<file path="src/rtl/pipe_pkg.sv">
// Shared definitions for the elastic pipeline stage registers: occupancy
// encoding, default field widths and per-stage control-bit positions.
package pipe_pkg;

  typedef enum logic [1:0] {
    OCC_EMPTY = 2'd0,
    OCC_ONE   = 2'd1,
    OCC_FULL  = 2'd2
  } occ_e;

  localparam int unsigned CTRL_W_DEF = 16;
  localparam int unsigned DATA_W_DEF = 128;
  localparam int unsigned CNT_W_DEF  = 16;

  // ID/EX control field layout
  localparam int unsigned IDEX_REGWR        = 0;
  localparam int unsigned IDEX_MEMWR        = 1;
  localparam int unsigned IDEX_MEMRD        = 2;
  localparam int unsigned IDEX_ALUSRC       = 3;
  localparam int unsigned IDEX_ALUFUN_LSB   = 4;
  localparam int unsigned IDEX_ALUFUN_W     = 6;
  localparam int unsigned IDEX_BRANCH       = 10;
  localparam int unsigned IDEX_JUMP         = 11;
  localparam int unsigned IDEX_MEMTOREG_LSB = 12;
  localparam int unsigned IDEX_MEMTOREG_W   = 2;

  // EX/MEM control field layout
  localparam int unsigned EXMEM_REGWR        = 0;
  localparam int unsigned EXMEM_MEMWR        = 1;
  localparam int unsigned EXMEM_MEMRD        = 2;
  localparam int unsigned EXMEM_MEMTOREG_LSB = 3;
  localparam int unsigned EXMEM_MEMTOREG_W   = 2;

  // MEM/WB control field layout
  localparam int unsigned MEMWB_REGWR        = 0;
  localparam int unsigned MEMWB_MEMTOREG_LSB = 1;
  localparam int unsigned MEMWB_MEMTOREG_W   = 2;

  function automatic logic occ_has_entry(input occ_e occ);
    return occ != OCC_EMPTY;
  endfunction

endpackage

</file>
<file path="src/rtl/pipe_sat_counter.sv">
// Saturating up-counter for stage performance statistics; holds at all-ones.
module pipe_sat_counter #(
  parameter int unsigned CNT_W = 16
) (
  input  logic             clk,
  input  logic             rst,
  input  logic             en_i,
  output logic [CNT_W-1:0] cnt_o
);

  logic [CNT_W-1:0] cnt_q;
  logic [CNT_W-1:0] cnt_d;

  always_comb begin
    cnt_d = cnt_q;
    if (en_i && (cnt_q != {CNT_W{1'b1}})) begin
      cnt_d = cnt_q + CNT_W'(1);
    end
  end

  always_ff @(posedge clk or negedge rst) begin
    if (!rst) begin
      cnt_q <= '0;
    end else begin
      cnt_q <= cnt_d;
    end
  end

  assign cnt_o = cnt_q;

endmodule

</file>
<file path="src/rtl/pipe_stage_reg.sv">
// Elastic pipeline stage register with a 2-entry skid buffer and flush.
// Optional stall/bubble counters are built when PIPE_PERF_CNT_EN is defined.
//
// state     | meaning
// ----------+-----------------------------------------------------------
// OCC_EMPTY | no entry held; output is a bubble
// OCC_ONE   | main register holds the output entry; skid empty
// OCC_FULL  | main and skid both hold entries; in_ready low
module pipe_stage_reg
  import pipe_pkg::*;
#(
  parameter int unsigned CTRL_W     = CTRL_W_DEF,
  parameter int unsigned DATA_W     = DATA_W_DEF,
  parameter bit          CLEAR_DATA = 1'b1,
  parameter int unsigned CNT_W      = CNT_W_DEF
) (
  input  logic              clk,
  input  logic              rst,
  input  logic              flush,
  input  logic              in_valid,
  output logic              in_ready,
  input  logic [CTRL_W-1:0] in_ctrl,
  input  logic [DATA_W-1:0] in_data,
  output logic              out_valid,
  input  logic              out_ready,
  output logic [CTRL_W-1:0] out_ctrl,
  output logic [DATA_W-1:0] out_data,
  output logic [CNT_W-1:0]  stall_cnt,
  output logic [CNT_W-1:0]  bubble_cnt
);

  occ_e              state_q, state_d;
  logic [CTRL_W-1:0] main_ctrl_q, main_ctrl_d;
  logic [DATA_W-1:0] main_data_q, main_data_d;
  logic [CTRL_W-1:0] skid_ctrl_q, skid_ctrl_d;
  logic [DATA_W-1:0] skid_data_q, skid_data_d;
  logic              in_ready_q;
  logic              out_valid_w;

  always_comb begin
    state_d     = state_q;
    main_ctrl_d = main_ctrl_q;
    main_data_d = main_data_q;
    skid_ctrl_d = skid_ctrl_q;
    skid_data_d = skid_data_q;

    if (flush) begin
      state_d     = OCC_EMPTY;
      main_ctrl_d = '0;
      skid_ctrl_d = '0;
      if (CLEAR_DATA) begin
        main_data_d = '0;
        skid_data_d = '0;
      end
    end else begin
      case (state_q)
        OCC_EMPTY: begin
          if (in_valid) begin
            state_d     = OCC_ONE;
            main_ctrl_d = in_ctrl;
            main_data_d = in_data;
          end
        end
        OCC_ONE: begin
          if (in_valid && out_ready) begin
            main_ctrl_d = in_ctrl;
            main_data_d = in_data;
          end else if (in_valid) begin
            state_d     = OCC_FULL;
            skid_ctrl_d = in_ctrl;
            skid_data_d = in_data;
          end else if (out_ready) begin
            // data left in place; only ctrl must read zero on a bubble
            state_d     = OCC_EMPTY;
            main_ctrl_d = '0;
          end
        end
        OCC_FULL: begin
          if (out_ready) begin
            state_d     = OCC_ONE;
            main_ctrl_d = skid_ctrl_q;
            main_data_d = skid_data_q;
            skid_ctrl_d = '0;
            if (CLEAR_DATA) begin
              skid_data_d = '0;
            end
          end
        end
        default: begin
          state_d     = OCC_EMPTY;
          main_ctrl_d = '0;
          skid_ctrl_d = '0;
        end
      endcase
    end
  end

  always_ff @(posedge clk or negedge rst) begin
    if (!rst) begin
      state_q     <= OCC_EMPTY;
      main_ctrl_q <= '0;
      main_data_q <= '0;
      skid_ctrl_q <= '0;
      skid_data_q <= '0;
      in_ready_q  <= 1'b1;
    end else begin
      state_q     <= state_d;
      main_ctrl_q <= main_ctrl_d;
      main_data_q <= main_data_d;
      skid_ctrl_q <= skid_ctrl_d;
      skid_data_q <= skid_data_d;
      // registered so out_ready never reaches in_ready combinationally
      in_ready_q  <= (state_d != OCC_FULL);
    end
  end

  assign out_valid_w = occ_has_entry(state_q);
  assign out_valid   = out_valid_w;
  assign in_ready    = in_ready_q;
  assign out_ctrl    = main_ctrl_q;
  assign out_data    = main_data_q;

`ifdef PIPE_PERF_CNT_EN
  pipe_sat_counter #(
    .CNT_W (CNT_W)
  ) u_stall_cnt (
    .clk   (clk),
    .rst   (rst),
    .en_i  (out_valid_w & ~out_ready),
    .cnt_o (stall_cnt)
  );

  pipe_sat_counter #(
    .CNT_W (CNT_W)
  ) u_bubble_cnt (
    .clk   (clk),
    .rst   (rst),
    .en_i  (~out_valid_w),
    .cnt_o (bubble_cnt)
  );
`else
  assign stall_cnt  = '0;
  assign bubble_cnt = '0;
`endif

endmodule

</file>
<file path="config.mk">
export PLATFORM = sky130hd
export DESIGN_NAME = pipe_stage_reg
export DESIGN_NICKNAME = d
export VERILOG_FILES = /design/src/rtl/pipe_pkg.sv /design/src/rtl/pipe_sat_counter.sv /design/src/rtl/pipe_stage_reg.sv
export SDC_FILE = /design/constraint.sdc
export NUM_CORES = 1
export LEC_CHECK = 0
export CORE_UTILIZATION = 45
export CTS_BUF_LIST = sky130_fd_sc_hd__clkbuf_4
export CTS_CLUSTER_DIAMETER = 50
export CTS_CLUSTER_SIZE = 40
export DETAILED_ROUTE_END_ITERATION = 10
export PLACE_DENSITY = 0.83
export SYNTH_ARGS = -nofsm -noshare
export SYNTH_HDL_FRONTEND = slang
export SYNTH_SLANG_ARGS = --single-unit
</file>
<file path="constraint.sdc">
create_clock -name clk -period 1.66 [get_ports clk]
set_input_delay 0.249 -clock clk [delete_from_list [all_inputs] [get_ports clk]]
set_output_delay 0.249 -clock clk [all_outputs]
set_load 0.005 [all_outputs]
</file>
== Word level (Yosys, flattened, before mapping) ==
Cells that the tools add are included.

* Register bits: 291
* Bits of input ports: 149
* Logic and storage cells: 52

* Equal/unequal tests: 11
* Multiplexer cells: 26
* Reductions and logical operators: 9

{| class="wikitable"
|+ Operators by type and width
! operator !! number
|-
| 2-to-1 mux 128 bit || 7
|-
| case mux 128 bit (3 select lines) || 1
|-
| case mux 128 bit (2 select lines) || 1
|-
| 2-to-1 mux 16 bit || 8
|-
| case mux 16 bit (3 select lines) || 2
|-
| AND reduction 4 bit || 4
|-
| != test 3 bit (second input constant) || 5
|-
| 2-to-1 mux 2 bit || 6
|-
| != test 4 bit (second input constant) || 2
|-
| case mux 2 bit (3 select lines) || 1
|-
| != test 2 bit (second input constant) || 2
|-
| nonzero test 4 bit || 1
|-
| nonzero test 3 bit || 1
|-
| == test 2 x 1 -> 1 bit (second input constant) || 1
|-
| == test 2 bit (second input constant) || 1
|-
| logical NOT 2 bit || 1
|-
| nonzero test 2 bit || 1
|-
| logical AND 1 bit || 1
|}

== Depth between registers and ports, before layout ==
Gate-level depths: netlist (run 1).

* Word-level depth: 6
* Gate-level depth with buffers: 9
* Depth with buffers taken out: 4

== Worst setup path after synthesis (run 1) ==
OpenSTA, ideal clock, no wires.

* Kind: flip-flop to flip-flop
* Start: reg state_q[1]
* End: reg main_data_q[36], in the netlist out_data[36]
* Setup time: 0.083 ns
* Arrival: 1.613 ns
* Path slack: -0.036 ns
* Stages on the path, launching flop included: 10
* Path buffers: 5
* Clock period less this slack: 1.696 ns
* Cell sequence: dfrtp_1 buf_6 and2b_4 a221oi_4 buf_6 buf_6 buf_6 buf_6 nand2_1 o21ai_0

* Longest elaborated chain between the ends: 3
* Elaborated cells between the ends (all ways): 10
* Those cells by class: eq/ne (5); mux (2); reduce/logical (3)

{| class="wikitable"
|+ RTL lines
! item !! RTL line !! text
|-
| start: declaration || pipe_stage_reg.sv:32 || <nowiki>occ_e state_q, state_d;</nowiki>
|-
| start signal: assignment || pipe_stage_reg.sv:107 || <nowiki>state_q <= state_d;</nowiki>
|-
| == test 2 x 1 -> 1 bit, or another cell as far along || pipe_stage_reg.sv:56 || <nowiki>case (state_q)</nowiki>
|-
| != test 3 bit (no line), or another cell as far along || n/a ||
|-
| AND reduction 4 bit (no line) / 2-to-1 mux 128 bit (equally long branches) || n/a ||
|-
| end signal: assignment || pipe_stage_reg.sv:109 || <nowiki>main_data_q <= main_data_d;</nowiki>
|-
| end: declaration || pipe_stage_reg.sv:34 || <nowiki>logic [DATA_W-1:0] main_data_q, main_data_d;</nowiki>
|}

Parallel ways exist; a longest one is shown, timed or not.
A chain may end at the register's enable or synchronous reset.

== Final worst setup path (run 1) ==
* Start: reg state_q[0]
* End: reg main_data_q[42], in the netlist out_data[42]

The elaborated chain is that of the path after synthesis.

==> results of run 1 <==
[power by group]
part	switching, uW	internal, uW
sequential	378	7700
combinational	1490	1590
clock	2980	1380
[metrics by stage]
step / setup TNS (ns) / setup WS [ns]
finish: -48.26 / -0.267
global placement: -79.38 / -0.569
global route: -73.57 / -0.361
CTS: -40.46 / -0.264
detailed placement: -87.16 / -0.586
floorplan: -0.466 / -0.0188
[worst max-delay path, stage by stage (launching register included)]
cell                        delay [ns]
sky130_fd_sc_hd__dfrtp_1          0.42
sky130_fd_sc_hd__buf_6            0.12
sky130_fd_sc_hd__and2b_4          0.20
sky130_fd_sc_hd__buf_6            0.12
sky130_fd_sc_hd__a221oi_4         0.30
sky130_fd_sc_hd__buf_12           0.17
sky130_fd_sc_hd__buf_6            0.12
sky130_fd_sc_hd__clkbuf_16        0.17
sky130_fd_sc_hd__clkbuf_16        0.15
sky130_fd_sc_hd__o21ai_1          0.08
[what timing repair did]
action	in CTS	in global routing
endpoints found under the setup margin	418	306
hold buffers	2	0
pin swaps	1	18
gates resized for setup	533	141
hold endpoints to repair	291	0
gates cloned	4	17
setup buffers	51	6
[state kept, by name, indices dropped and copies added (netlist names)]
signal	flops
out_data	128
skid_ctrl_q	16
out_ctrl	16
in_ready	1
skid_data_q	128
state_q	2
[worst max path at each step]
stage	cells after the start	to	slack, ns
floorplan	9	out_data[36]	-0.02
global placement	5	out_ctrl[1]	-0.57
detailed placement	5	out_ctrl[1]	-0.59
CTS	3	out_valid	-0.26
global route	8	skid_data_q[6]	-0.36
finish	9	out_data[42]	-0.27
[Yosys cell counts, types with 4 or more instances]
| cell type | instances | area (um^2) |
|---|---|---|
| sky130_fd_sc_hd__nand2_1 | 402 | 1510 |
| sky130_fd_sc_hd__dfrtp_1 | 290 | 7260 |
| sky130_fd_sc_hd__o21ai_0 | 213 | 1070 |
| sky130_fd_sc_hd__a22oi_1 | 128 | 961 |
| sky130_fd_sc_hd__buf_4 | 52 | 390 |
| sky130_fd_sc_hd__o21ai_1 | 43 | 215 |
| sky130_fd_sc_hd__clkbuf_1 | 41 | 154 |
| sky130_fd_sc_hd__buf_2 | 40 | 200 |
| sky130_fd_sc_hd__a22o_1 | 32 | 280 |
| sky130_fd_sc_hd__inv_1 | 17 | 63.8 |
| sky130_fd_sc_hd__mux2i_1 | 17 | 170 |
| sky130_fd_sc_hd__buf_6 | 8 | 90.1 |
| sky130_fd_sc_hd__nor2_1 | 4 | 15.0 |
[logic make-up after synthesis]
| logic type | count (synthesis) |
|---|---|
| mux | 17 |
| buf+inv | 158 |
| simple gates | 417 |
| flops | 291 |
| xor+xnor | 1 |
| other cells | 1 |
| compound gates | 424 |
[final cells by class]
cell class | count | share of cell area
sequential | 291 | 0.413
clock buffer | 31 | 0.0132
antenna | 1 | 0.000142
timing repair buffer | 455 | 0.258
tap | 372 | 0.0264
inverter | 17 | 0.00362
clock inverter | 24 | 0.0169
multi-input combinational | 891 | 0.269
[metal layers]
metal | global-route usage | part of all wire | vias to the layer above
li1 | - | - | 5178
met1 | 0.310 | 0.40 | 5377
met2 | 0.392 | 0.48 | 550
met3 | 0.0422 | 0.081 | 94
met4 | 0.0956 | 0.038 | 0
met5 | 0 | 0 | -
==> impl_metrics.py, run 1 <==
metrics = {
    "sta": {
        "fmax_ghz": 0.519,
        "fin_crit_ns": 1.93,
        "final_min_period_over_clock_period": 1.16,
        "setup_viol": 257,
        "timing.final.hold_violations": 0,
        "timing.final.ws_setup_ns": -0.267,
        "maxSlewViolCount": 0,
        "fin_worst_skew_ns": 0.0497,
        "finalHoldWorstSlack_ns": 0.0654,
        "grt_setup_unrepaired": "yes",
    },
    "yosys": {
        "fraction_of_the_mapped_netlist_area_in_compound_gates": 0.208,
        "synth_top_family_by_area": "compound AO/OA/AOI/OAI gates",
        "synth_enable_flop_cells": 0,
        "post_synth_xor_area_fraction": 0.000695,
        "number_of_warning_messages_in_the_yosys_log": 0,
        "synth-main-ff-cell": "sky130_fd_sc_hd__dfrtp_1",
        "synth_area_mm2": 0.0126,
        "synth-simple-area-share": 0.128,
        "ys_async_sr_fraction": 1.00,
        "ys_types": 31,
        "synth_cells": 1309,
        "syn_area_per_cell_um2": 9.63,
        "ys_seq_area_frac": 0.578,
        "yosys_register_bits": 291,
        "post_synth_mux_area_share": 0.0135,
        "synth_fa_ha_area_frac": 0,
    },
    "global_route": {
        "grt_antenna_before_repair": 1,
        "grt_first_pass_wirelength_um": 54700,
        "globalRouteTotalUtil": 0.237,
        "number_of_global_route_vias_before_repair": 10663,
        "grt_start_max_net_pins": 65,
        "global_route.overflow_total": 0,
    },
    "clock_tree": {
        "cts_sinks": 291,
        "cts-htree-levels": 1,
        "clk_transition_reported_paths_ns": 0.18,
        "worstSkewPairLatency_ns": 0.75,
        "tritoncts_clock_tree": "yes",
        "number_of_buffers_inserted_during_clock_tree_synthesis": 30,
        "cts_max_path_buffers": 3,
        "ctsRootBufferMaster": "sky130_fd_sc_hd__clkbuf_4",
    },
    "floorplan": {
        "fp.coreArea_mm2": 0.0272,
        "floorplan.die_area_mm2": 0.0287,
        "dieWidth_um": 169,
        "boundaryPins": 327,
        "core.rowCount": 60,
        "die_y_um": 169,
        "initial_utilization": 0.464,
    },
    "final_layout": {
        "layout.cell_area.non_filler_mm2": 0.0176,
        "area.growth.synth_to_final_pct": 39.9,
        "layout_commonest_cell": "sky130_fd_sc_hd__nand2_1",
        "final_core_util": 0.649,
        "multi_input_area_mm2": 0.00474,
        "filler_cell_count": 2119,
        "most-common-layout-cells": "383 x sky130_fd_sc_hd__nand2_1, 290 x sky130_fd_sc_hd__dfrtp_1, 147 x sky130_fd_sc_hd__clkdlybuf4s50_1",
        "final_layout_size_suffix_gt1_frac": 0.221,
        "layoutNonFillerInstCount": 2082,
        "post_layout_net_count": 1835,
        "sequential_cell_area_in_the_final_layout_mm2": 0.00728,
    },
    "place": {
        "number_of_placed_cells_counting_well_taps": 1946,
        "dp.final_hpwl_um": 22500,
        "port_buffers": 294,
        "place_area_mm2": 0.0162,
        "routability_driven_placement_congestion_ratio": 0.803,
    },
    "power_and_ir_drop": {
        "power.ir.vdd_worst_mv": 0.510,
        "power.leakage_uw": 0.00817,
        "total_power_uw": 15500,
        "p_per_area_mw_per_mm2": 881,
    },
    "min_path": {
        "hold_end": "skid_data_q[76]",
        "timing.hold.worst_path_depth": 3,
        "hold_class": "input pin to flop",
        "worstHoldStart": "in_data[76]",
    },
    "worst_setup_path": {
        "start_kind": "flop",
        "launch_point_of_the_worst_path": "state_q[0]",
        "worstPathMaxFanout": 6,
        "worst_ep_required_time_ns": 2.31,
        "path_class": "flop to flop",
        "flop_to_flop_setup_slack_ns": -0.27,
        "timing.reg2reg.worst_path_depth": 9,
        "critical_path.reg2reg.startpoint": "state_q[0]",
        "timing.rr.end": "out_data[42]",
        "endpoint_kind": "flop",
        "arrival_ns": 2.57,
    },
    "outcome": {
        "violations": "setup timing",
        "outcome": "complete, but fails checks",
    },
    "detailed_routing": {
        "route.detailed.drc": 0,
        "drt-total-wl_um": 37400,
        "detail_route.first_pass.iterations": 5,
        "route.detailed.vias_per_inst": 5.38,
        "routedWlPerCell_um": 18.0,
        "antenna_violating_nets_post_route": 0,
        "detail_route.iter0.violations": 1067,
        "vias": 11199,
    },
    "job": {
        "max_cap_violations": 0,
    },
}
(Power assumes the default switching activity.)
==> run 2, diff against run 1 <==
- CELL_PAD_IN_SITES_DETAIL_PLACEMENT: default -> 0
- CELL_PAD_IN_SITES_GLOBAL_PLACEMENT: default -> 1
- CORE_UTILIZATION: 45 -> 34
==> impl_metrics.py, run 2 (same netlist as run 1, synthesis figures left out) <==
metrics = {
    "floorplan": {
        "fp.coreArea_mm2": 0.0365,
        "initial_utilization": 0.345,
        "core.rowCount": 70,
        "boundaryPins": 327,
        "dieWidth_um": 195,
        "floorplan.die_area_mm2": 0.0378,
        "die_y_um": 195,
    },
    "sta": {
        "timing.final.hold_violations": 0,
        "fin_crit_ns": 1.89,
        "maxSlewViolCount": 0,
        "finalHoldWorstSlack_ns": 0.116,
        "final_min_period_over_clock_period": 1.14,
        "grt_setup_unrepaired": "yes",
        "timing.final.ws_setup_ns": -0.232,
        "fmax_ghz": 0.528,
        "fin_worst_skew_ns": 0.0431,
        "slew-limit-headroom": 0.659,
        "worstMarginPinSlew_ns": 0.511,
        "setup_viol": 257,
    },
    "detailed_routing": {
        "route.detailed.drc": 0,
        "drt-total-wl_um": 38400,
        "detail_route.iter0.violations": 533,
        "vias": 10936,
        "antenna_violating_nets_post_route": 0,
        "routedWlPerCell_um": 17.4,
        "detail_route.first_pass.iterations": 5,
        "route.detailed.vias_per_inst": 4.97,
    },
    "place": {
        "routability_driven_placement_congestion_ratio": 0.767,
        "number_of_placed_cells_counting_well_taps": 2047,
        "dp.final_hpwl_um": 23700,
        "port_buffers": 294,
        "place_area_mm2": 0.0165,
    },
    "worst_setup_path": {
        "endpoint_kind": "flop",
        "worst_ep_required_time_ns": 2.21,
        "worstPathMaxFanout": 31,
        "arrival_ns": 2.44,
        "critical_path.reg2reg.startpoint": "state_q[0]",
        "slowest_delay_ns": 0.45,
        "timing.critical_path.slowest_stage_cell": "sky130_fd_sc_hd__dfrtp_2",
        "cp_cell_sequence": "buf_6, and2b_4, buf_6, nor2_4, buf_12, buf_12, buf_16, a22oi_1, o21ai_0",
        "timing.rr.end": "out_data[104]",
        "flop_to_flop_setup_slack_ns": -0.23,
        "path_class": "flop to flop",
        "timing.reg2reg.worst_path_depth": 9,
        "start_kind": "flop",
    },
    "outcome": {
        "outcome": "complete, but fails checks",
        "violations": "setup timing",
    },
    "clock_tree": {
        "ctsRootBufferMaster": "sky130_fd_sc_hd__clkbuf_4",
        "clk_transition_reported_paths_ns": 0.14,
        "number_of_buffers_inserted_during_clock_tree_synthesis": 35,
        "cts_sinks": 291,
        "worstSkewPairLatency_ns": 0.65,
        "tritoncts_clock_tree": "yes",
        "cts-htree-levels": 2,
        "cts_max_path_buffers": 3,
    },
    "final_layout": {
        "most-common-layout-cells": "371 x sky130_fd_sc_hd__nand2_1, 289 x sky130_fd_sc_hd__dfrtp_1, 147 x sky130_fd_sc_hd__clkdlybuf4s50_1",
        "layout_commonest_cell": "sky130_fd_sc_hd__nand2_1",
        "area.growth.synth_to_final_pct": 49.8,
        "layout.cell_area.non_filler_mm2": 0.0189,
        "filler_cell_count": 3299,
        "sequential_cell_area_in_the_final_layout_mm2": 0.00728,
        "multi_input_area_mm2": 0.00510,
        "post_layout_net_count": 1853,
        "final_layout_size_suffix_gt1_frac": 0.213,
        "layoutNonFillerInstCount": 2200,
    },
    "global_route": {
        "global_route.overflow_total": 0,
        "grt_antenna_before_repair": 5,
        "number_of_global_route_vias_before_repair": 10540,
        "grt_first_pass_wirelength_um": 57800,
        "globalRouteTotalUtil": 0.190,
        "grt_start_max_net_pins": 59,
    },
    "power_and_ir_drop": {
        "power.ir.vdd_worst_mv": 0.498,
        "p_per_area_mw_per_mm2": 834,
        "power.leakage_uw": 0.00864,
        "total_power_uw": 15700,
    },
    "min_path": {
        "hold_class": "input pin to async pin",
    },
    "job": {
        "max_cap_violations": 0,
    },
}
==> run 2: changes by cell type in the layout (fill, tap and decap cells not counted), moves of 12 or more <==
cell | previous run | this run
sky130_fd_sc_hd__nand2_1 | 383 | 371
sky130_fd_sc_hd__a22oi_2 | 3 | 64
sky130_fd_sc_hd__buf_4 | 91 | 77
sky130_fd_sc_hd__dlygate4sd2_1 | 0 | 118
sky130_fd_sc_hd__a22oi_1 | 125 | 64
sky130_fd_sc_hd__o21ai_0 | 110 | 97
sky130_fd_sc_hd__buf_2 | 99 | 1
sky130_fd_sc_hd__buf_12 | 24 | 39
sky130_fd_sc_hd__clkdlybuf4s15_1 | 39 | 25
==> run 2: what timing repair did <==
action,CTS,global route
endpoints found under the hold margin,287,0
resized for setup,244,211
pin swaps,2,64
setup endpoints to repair,397,338
gates cloned,10,20
hold buffers,1,0
buffers inserted,44,16
==> run 2: final cells by class <==
| cell class | count | area share |
|---|---|---|
| Sequential cell | 291 | 0.386 |
| Timing Repair Buffer | 468 | 0.282 |
| Multi-Input combinational cell | 891 | 0.270 |
| Tap cell | 468 | 0.0310 |
| Clock buffer | 39 | 0.0155 |
| Clock inverter | 24 | 0.0118 |
| Inverter | 17 | 0.00338 |
| Antenna cell | 2 | 0.000265 |
==> run 2: power breakdown <==
part | switching (uW) | total (uW) | internal, uW
sequential | 397 | 8090 | 7700
clock | 2830 | 4300 | 1470
combinational | 1530 | 3340 | 1810
total | 4760 | 15700 | 11000
==> run 2: metrics by stage <==
stage / TNS (ns) / setup slack [ns] / utilization
floorplan: -0.466 / -0.0188 / -
global placement: -61.45 / -0.285 / 0.453
detailed placement: -72.59 / -0.341 / 0.453
CTS: -34.27 / -0.229 / 0.486
global route: -52.17 / -0.264 / 0.517
finish: -37.11 / -0.232 / 0.517
==> run 2: layer usage <==
| metal | global-route usage | vias to the layer above | share of wire |
|---|---|---|---|
| met5 | 0 | - | 0.00070 |
| met4 | 0.0579 | 4 | 0.025 |
| met3 | 0.0396 | 61 | 0.055 |
| met2 | 0.311 | 318 | 0.49 |
| met1 | 0.251 | 5322 | 0.43 |
| li1 | - | 5231 | - |
==> run 2: critical path: cells and delay by family, from the launching register on <==
family          cells  cell delay [ns]
simple gates        2             0.33
compound gates      2             0.30
flops               1             0.45
buf+inv             5             0.68
==> run 2: worst max-delay path by stage <==
stage                from         endpoint  slack, ns
2_1_floorplan  state_q[1]     out_data[36]      -0.02
3_3_place_gp    out_ready     out_data[25]      -0.28
3_5_place_dp     in_valid  skid_data_q[52]      -0.34
4_1_cts        state_q[0]        out_valid      -0.23
5_1_grt        state_q[0]      out_data[3]      -0.26
6_report       state_q[0]    out_data[104]      -0.23
==> run 3, diff against run 2 <==
- TNS_END_PERCENT: default -> 5
==> impl_metrics.py, run 3 (same netlist as run 1, synthesis figures left out) <==
metrics = {
    "outcome": {
        "outcome": "complete, but fails checks",
        "violations": "setup timing",
    },
    "job": {
        "max_cap_violations": 0,
    },
    "worst_setup_path": {
        "slowest_delay_ns": 0.42,
        "timing.critical_path.mode_cell": "sky130_fd_sc_hd__buf_6",
        "critical_path.reg2reg.startpoint": "state_q[1]",
        "critical_path.top_delay_family": "flip-flops",
        "endpoint_kind": "output pin",
        "timing.reg2reg.worst_path_depth": 7,
        "timing.rr.end": "out_data[20]",
        "cp_num_buf_inv": 2,
        "path_class": "flop to output pin",
        "cp_cell_sequence": "buf_6, or2_4, buf_6",
        "worstPathMaxFanout": 2,
        "arrival_ns": 1.65,
        "start_kind": "flop",
        "timing.critical_path.slowest_stage_cell": "sky130_fd_sc_hd__dfrtp_1",
        "flop_to_flop_setup_slack_ns": -0.17,
        "worst_ep_required_time_ns": 1.41,
    },
    "detailed_routing": {
        "drt-total-wl_um": 38100,
        "detail_route.first_pass.iterations": 5,
        "route.detailed.vias_per_inst": 4.98,
        "vias": 11188,
        "route.detailed.drc": 0,
        "detail_route.iter0.violations": 590,
        "antenna_violating_nets_post_route": 0,
        "routedWlPerCell_um": 16.9,
    },
    "sta": {
        "final_min_period_over_clock_period": 1.14,
        "maxSlewViolCount": 0,
        "timing.final.hold_violations": 0,
        "fin_tns_setup_ns": -21.19,
        "setup_viol": 264,
        "fin_crit_ns": 1.90,
        "grt_setup_unrepaired": "yes",
        "fmax_ghz": 0.528,
        "fin_worst_skew_ns": 0.0642,
        "timing.final.ws_setup_ns": -0.235,
    },
    "floorplan": {
        "boundaryPins": 327,
        "dieWidth_um": 195,
        "floorplan.die_area_mm2": 0.0378,
        "fp.coreArea_mm2": 0.0365,
        "core.rowCount": 70,
        "die_y_um": 195,
        "initial_utilization": 0.345,
    },
    "place": {
        "dp.final_hpwl_um": 23200,
        "number_of_placed_cells_counting_well_taps": 2054,
        "port_buffers": 294,
        "setup_ws_pre_cts_ns": -0.357,
        "routability_driven_placement_congestion_ratio": 0.782,
    },
    "clock_tree": {
        "cts_max_path_buffers": 3,
        "cts_sinks": 291,
        "worstSkewPairLatency_ns": 0.80,
        "cts-htree-levels": 1,
        "number_of_buffers_inserted_during_clock_tree_synthesis": 31,
        "clk_transition_reported_paths_ns": 0.15,
        "tritoncts_clock_tree": "yes",
        "ctsRootBufferMaster": "sky130_fd_sc_hd__clkbuf_4",
    },
    "final_layout": {
        "final_core_util": 0.503,
        "post_layout_net_count": 1902,
        "area.growth.synth_to_final_pct": 45.7,
        "final_layout_size_suffix_gt1_frac": 0.235,
        "layout_commonest_cell": "sky130_fd_sc_hd__nand2_1",
        "most-common-layout-cells": "389 x sky130_fd_sc_hd__nand2_1, 290 x sky130_fd_sc_hd__dfrtp_1, 147 x sky130_fd_sc_hd__clkdlybuf4s50_1",
        "layoutNonFillerInstCount": 2247,
    },
    "min_path": {
        "hold_class": "input pin to flop",
        "timing.hold.worst_path_depth": 3,
        "hold_end": "skid_ctrl_q[5]",
        "worstHoldStart": "in_ctrl[5]",
    },
    "global_route": {
        "grt_start_max_net_pins": 65,
        "globalRouteTotalUtil": 0.179,
        "grt_first_pass_wirelength_um": 55700,
        "number_of_global_route_vias_before_repair": 10554,
        "global_route.overflow_total": 0,
        "grt_antenna_before_repair": 3,
    },
    "power_and_ir_drop": {
        "power.leakage_uw": 0.00845,
        "p_per_area_mw_per_mm2": 882,
        "power.ir.vdd_worst_mv": 0.491,
    },
}
==> run 3: per-stage QoR <==
| stage | hold WS [ns] | total power, uW | instance area (um^2) |
|---|---|---|---|
| floorplan | -0.0466 | 9280 | 12700 |
| global placement | 0.181 | 10900 | 16500 |
| detailed placement | 0.189 | 11000 | 16500 |
| CTS | 0.000150 | 16000 | 17700 |
| global route | 0.00593 | 17000 | 18400 |
| finish | 0.0548 | 16200 | 18400 |
==> run 3: report_power, final <==
group / internal (uW) / leakage, uW / total (uW) / switching [uW]
registers: 7700 / 0.00381 / 8070 / 373
clock network: 2200 / 0.000324 / 4980 / 2780
logic: 1640 / 0.00433 / 3140 / 1490
total: 11500 / 0.00845 / 16200 / 4650
==> run 3: layout make-up <==
type / instances / area, um^2
fill: 3311 / 18200
inverter: 17 / 63.8
tap: 468 / 586
sequential: 291 / 7280
clock inverter: 24 / 360
clock buffer: 32 / 240
antenna: 3 / 7.51
timing repair buffer: 521 / 5060
multi-input combinational: 891 / 4750
==> run 3: timing repair <==
item | CTS | global route
hold buffers | 63 | 1
gates cloned | 0 | 21
buffers inserted | 30 | 19
endpoints found under the hold margin | 352 | 1
resized for setup | 466 | 254
endpoints found under the setup margin | 265 | 398
pin swaps | 1 | 21
==> run 3: worst register-to-register path: cells and delay by family, from the launching register on <==
kind	cells	cell delay, ns
buffers and inverters	4	0.69
DFF	1	0.42
AOI/OAI and AO/OA	2	0.47
and+or+nand+nor	1	0.19
==> run 3: worst max path at each step <==
stage / start / end / slack [ns] / depth (start not counted)
floorplan: state_q[1] / out_data[46] / -0.02 / 9
global placement: in_valid / out_data[21] / -0.31 / 6
detailed placement: in_valid / out_data[17] / -0.36 / 6
CTS: state_q[1] / out_valid / -0.29 / 3
global route: state_q[1] / out_valid / -0.32 / 3
finish: state_q[1] / out_valid / -0.24 / 3
==> run 3: metal layers <==
layer  global-route usage  part of all wire
met3               0.0267             0.058
met2                0.292              0.48
met4               0.0626             0.026
met5                    0           0.00024
met1                0.243              0.43
